$ cat src/rtl/softmax_max_sub.sv
// Softmax max-subtraction stage: buffers one vector, tracks its running maximum,
// then streams each element minus that maximum through a valid/ready output.
module softmax_max_sub #(
    parameter int DATA_WIDTH = 8,
    parameter int VEC_LEN    = 16
) (
    input  logic                  clk,
    input  logic                  rst_n,
    input  logic                  in_valid,
    output logic                  in_ready,
    input  logic [DATA_WIDTH-1:0] in_data,
    output logic                  out_valid,
    input  logic                  out_ready,
    output logic [DATA_WIDTH:0]   out_data,
    output logic                  out_last,
    output logic [DATA_WIDTH-1:0] max_val,
    output logic                  busy
);

    localparam int ADDR_W = $clog2(VEC_LEN);
    localparam logic [ADDR_W-1:0] LAST_IDX = ADDR_W'(VEC_LEN - 1);

    typedef enum logic {S_LOAD, S_EMIT} state_t;

    state_t                state_q, state_d;
    logic [ADDR_W-1:0]     wr_idx_q, wr_idx_d;
    logic [ADDR_W-1:0]     rd_idx_q, rd_idx_d;
    logic [DATA_WIDTH-1:0] run_max_q, run_max_d;
    logic [DATA_WIDTH-1:0] max_val_q, max_val_d;
    logic                  out_valid_q, out_valid_d;
    logic [DATA_WIDTH:0]   out_data_q, out_data_d;
    logic                  out_last_q, out_last_d;
    logic                  in_ready_q, in_ready_d;
    logic [DATA_WIDTH-1:0] buf_q [VEC_LEN];

    logic                  accept;
    logic                  transfer;
    logic [DATA_WIDTH-1:0] new_max;
    logic [ADDR_W-1:0]     rd_next;

    // Both operands sign-extended by one bit, so the difference never overflows.
    function automatic logic [DATA_WIDTH:0] sub_ext(input logic [DATA_WIDTH-1:0] a,
                                                    input logic [DATA_WIDTH-1:0] b);
        return {a[DATA_WIDTH-1], a} - {b[DATA_WIDTH-1], b};
    endfunction

    always_comb begin
        state_d     = state_q;
        wr_idx_d    = wr_idx_q;
        rd_idx_d    = rd_idx_q;
        run_max_d   = run_max_q;
        max_val_d   = max_val_q;
        out_valid_d = out_valid_q;
        out_data_d  = out_data_q;
        out_last_d  = out_last_q;

        accept   = in_valid & in_ready_q;
        transfer = out_valid_q & out_ready;
        rd_next  = rd_idx_q + 1'b1;
        new_max  = ((wr_idx_q == '0) || ($signed(in_data) > $signed(run_max_q)))
                   ? in_data : run_max_q;

        case (state_q)
            S_LOAD: begin
                if (accept) begin
                    run_max_d = new_max;
                    if (wr_idx_q == LAST_IDX) begin
                        // Element 0 is already buffered, so the first output is registered here.
                        wr_idx_d    = '0;
                        rd_idx_d    = '0;
                        max_val_d   = new_max;
                        out_valid_d = 1'b1;
                        out_data_d  = sub_ext(buf_q[0], new_max);
                        out_last_d  = 1'b0;
                        state_d     = S_EMIT;
                    end else begin
                        wr_idx_d = wr_idx_q + 1'b1;
                    end
                end
            end
            S_EMIT: begin
                if (transfer) begin
                    if (out_last_q) begin
                        out_valid_d = 1'b0;
                        rd_idx_d    = '0;
                        state_d     = S_LOAD;
                    end else begin
                        rd_idx_d   = rd_next;
                        out_data_d = sub_ext(buf_q[rd_next], max_val_q);
                        out_last_d = (rd_next == LAST_IDX);
                    end
                end
            end
            default: state_d = S_LOAD;
        endcase

        in_ready_d = (state_d == S_LOAD);
    end

    always_ff @(posedge clk or negedge rst_n) begin
        if (!rst_n) begin
            state_q     <= S_LOAD;
            wr_idx_q    <= '0;
            rd_idx_q    <= '0;
            run_max_q   <= '0;
            max_val_q   <= '0;
            out_valid_q <= 1'b0;
            out_data_q  <= '0;
            out_last_q  <= 1'b0;
            in_ready_q  <= 1'b0;
        end else begin
            state_q     <= state_d;
            wr_idx_q    <= wr_idx_d;
            rd_idx_q    <= rd_idx_d;
            run_max_q   <= run_max_d;
            max_val_q   <= max_val_d;
            out_valid_q <= out_valid_d;
            out_data_q  <= out_data_d;
            out_last_q  <= out_last_d;
            in_ready_q  <= in_ready_d;
        end
    end

    always_ff @(posedge clk) begin
        if (accept) begin
            buf_q[wr_idx_q] <= in_data;
        end
    end

    assign in_ready  = in_ready_q;
    assign out_valid = out_valid_q;
    assign out_data  = out_data_q;
    assign out_last  = out_last_q;
    assign max_val   = max_val_q;
    assign busy      = (state_q == S_EMIT);

endmodule

$ cat config.mk
export PLATFORM = sky130hd
export DESIGN_NAME = softmax_max_sub
export DESIGN_NICKNAME = d
export VERILOG_FILES = /design/src/rtl/softmax_max_sub.sv
export SDC_FILE = /design/constraint.sdc
export NUM_CORES = 1
export LEC_CHECK = 0
export CORE_UTILIZATION = 44
export CTS_CLUSTER_DIAMETER = 50
export DETAILED_ROUTE_END_ITERATION = 7
export DONT_BUFFER_PORTS = 1
export PLACE_DENSITY = 0.69
export SETUP_SLACK_MARGIN = 0.05
export SLEW_MARGIN = 20
export SYNTH_ARGS = -nofsm -noshare
export SYNTH_HDL_FRONTEND = slang
export SYNTH_SLANG_ARGS = --single-unit
$ cat constraint.sdc
create_clock -name clk -period 4.4 [get_ports clk]
set_input_delay 0.66 -clock clk [delete_from_list [all_inputs] [get_ports clk]]
set_output_delay 0.66 -clock clk [all_outputs]
set_load 0.01 [all_outputs]
==> results.cfg <==
[status]
run_status = completed

[placement]
globalplace.congestion = 0.867
placed_cells_incl_taps = 705
io_buffers = 0
dp_hpwl_mm = 10.8

[clock_tree]
cts_htree_levels = 4
cts_buffers = 17
clk_pin_slew_ns = 0.07
ctsHoldBuffers = 1
cts_resized = 0
clockBufferDepth = 2
clock-root-buffer = clkbuf_16
cts_tree = built
clock-sinks = 165
clk_latency_ns = 0.43
postCtsSetupBuffers = 0

[worst_setup_path]
r2r-start = rd_idx_q[0]
r2r_setup_slack_ns = 0.38
critical_path.max_stage_delay_ns = 0.51
critPathSlowestCell = mux4_2
endpoint_kind = flip-flop
cp_cell_sequence = inv_1 -> ha_1 -> buf_12 -> mux4_2 -> mux4_2 -> inv_1 -> ha_1 -> fa_1 -> nor2b_1 -> o21ai_0 -> a21boi_0 -> o21a_1 -> o21ai_0 -> a21oi_1 -> a311o_2 -> a22oi_2
worstPathArrival_ns = 4.36
start_kind = flip-flop
cp.required_ns = 4.74
worst_r2r_endpoint = out_data[6]
cp_max_fo = 33
critical_path_class = reg -> reg
rr_worst_depth = 16

[synth]
synth_area_mm2 = 0.00754
synth.area.top_cells = edfxtp_1, dfrtp_1, mux4_2
synth_xor_area_share_pct = 1.04
yosysSeqAreaShare_pct = 63.2
synthFlopType = edfxtp_1
ys_seq_elements = 165
synthMuxAreaShare_pct = 13.8
synth_adder_area_share_pct = 5.34
synth-simple-area-share_pct = 7.36
synth_edf_count = 128
synth_cell_types = 52
yosysWarningCount = 0
yosys.area.top_type = edfxtp_1
syn_nets = 534
netlist.area_leader.share_pct = 50.9
postSynthAreaPerCell_um2 = 15.4
yosysMostFrequentCell = edfxtp_1
syn_inst = 491
postSynth.asyncResetShare_pct = 22.4
synth_common_cells = edfxtp_1, mux4_2, dfrtp_1, nor2_1, ha_1
synth_top_family_by_area = multiplexers
synth-compound-area-share_pct = 6.70

[sta]
timing.fmax_mhz = 249
holdWs_ns = 0.0710
setup_viol = 0
finalCriticalPeriod_ns = 4.02
rsz0062_at_grt = false
fin_worst_skew_ns = 0.00922
hold_viol_final = 0
fin_crit_sh_pct = 91.4
final_max_slew_viol_count = 0
max-slew-margin-rel_pct = 28.5
tightest_slew_ns = 1.07
finalSetupTns_ns = 0

[power]
switching_power_mw = 2.03
power_density_mw_per_mm2 = 680
power.share.clock_pct = 26.3
sequentialPowerShare_pct = 37.6
swShare_pct = 35.1
peakVddDrop_mv = 0.571
combPwrFrac_pct = 36.1
leakagePower_nw = 3.11
p_int_mw = 3.75

[global_routing]
grt_max_degree = 38
grt.total_usage_pct = 19.3
grt_antenna_before_repair = 0
gr-total-overflow = 0
grt_pass1_wl_mm = 25.0
grt_pass1_vias = 4389

[layout]
drive_above_1_share_pct = 19.9
multi_input_area_mm2 = 0.00260
nNetsFinal = 548
fin_cells = 738
area.growth.synth_to_final_pct = 12.6
fill_cells = 1340
register_area_mm2 = 0.00477
diodes = 0

[die]
initial_core_util_pct = 45.3
rows = 47
ioPinCount = 33
core_area_mm2 = 0.0166
dieHeight_um = 133
dieArea_mm2 = 0.0177
die_x_um = 133

[drt]
finalWirelength_mm = 15.8
ant_nets = 0
drt-vias-per-instance = 5.76
firstDrtPassIters = 5
wl_per_cell_um = 21.4
drc = 0
via_count = 4253
drtIter0Drc = 261

[hold_path]
hold_class = in -> async

[flow_run]
maxCapViolCount = 0
## area by class of cell
class,instances,share of cell area (%)
clock buffer,17,5.01
clock inverter,15,2.21
inverter,29,1.28
multi-input combinational,280,30.6
sequential,165,56.2
tap,220,3.24
timing repair buffer,12,1.50
## metrics by stage
| stage | power, mW | area, um^2 | utilization (%) | setup WS (ns) |
|---|---|---|---|---|
| 2_1_floorplan | 3.71 | 7550 | - | 0.0944 |
| 4_1_cts | 5.80 | 8490 | 51.0 | 0.428 |
| 5_1_grt | 6.11 | 8490 | 51.0 | 0.146 |
| 6_report | 5.78 | 8490 | 51.0 | 0.380 |
| 3_3_place_gp | 4.19 | 7860 | 47.2 | 0.386 |
| 3_5_place_dp | 4.27 | 7860 | 47.2 | 0.205 |
## placed cells by master (no fill, tap or decap), types with 8 or more instances in the layout
cell       count
clkbuf_16     17
o21ai_0       22
buf_4          9
inv_1         28
ha_1          29
nor3_1        10
edfxtp_1     128
mux4_2        40
nand2_1       26
a21oi_1       21
dfrtp_1       36
nor2_1        30
and3_1        10
mux2i_1        8
## registers in the layout, indices dropped and copies added (netlist names)
signal / flops
busy: 1
buf_q: 128
wr_idx_q: 4
out_data: 9
out_valid: 1
out_last: 1
max_val: 8
in_ready: 1
rd_idx_q: 4
run_max_q: 8
## power by group through the flow
stage / Combinational [mW] / Clock, mW / Sequential, mW
after global placement: 1.99 / 0 / 2.19
after global routing: 2.31 / 1.59 / 2.20
after CTS: 2.09 / 1.54 / 2.17
final: 2.09 / 1.52 / 2.17
after detailed placement: 2.07 / 0 / 2.20
after floorplan: 1.61 / 0 / 2.10
## routing by layer
metal	part of all wire [%]	vias up	global-route usage, %
li1	-	1939	-
met1	43	2167	24.6
met2	49	123	32.0
met3	5.0	24	3.83
met4	2.7	0	8.68
met5	0	-	0
## critical path: cells and delay by family (launching register included)
kind | cells | cell delay (ns)
AOI/OAI and AO/OA | 7 | 1.54
adders and majority gates | 3 | 0.71
buffers and inverters | 3 | 0.35
DFF | 1 | 0.38
muxes | 2 | 0.87
and+or+nand+nor | 1 | 0.06
## worst max path at each step
| stage | start | depth (start not counted) | to | slack (ns) |
|---|---|---|---|---|
| final | rd_idx_q[0] | 16 | out_data[6] | 0.38 |
| after floorplan | rd_idx_q[0] | 19 | out_data[6] | 0.09 |
| after CTS | rd_idx_q[0] | 16 | out_data[6] | 0.43 |
| after global placement | in_data[5] | 15 | out_data[5] | 0.39 |
| after global routing | rd_idx_q[0] | 14 | out_data[5] | 0.15 |
| after detailed placement | in_data[5] | 15 | out_data[5] | 0.20 |
## cell families (layout without fill, tap and decap cells)
family	Yosys count	count (layout)
simple gates	113	113
xor+xnor	9	9
compound gates	74	74
flops	165	165
fa+ha+maj	31	31
buf+inv	46	73
mux	53	53
(Power assumes the default switching activity.)
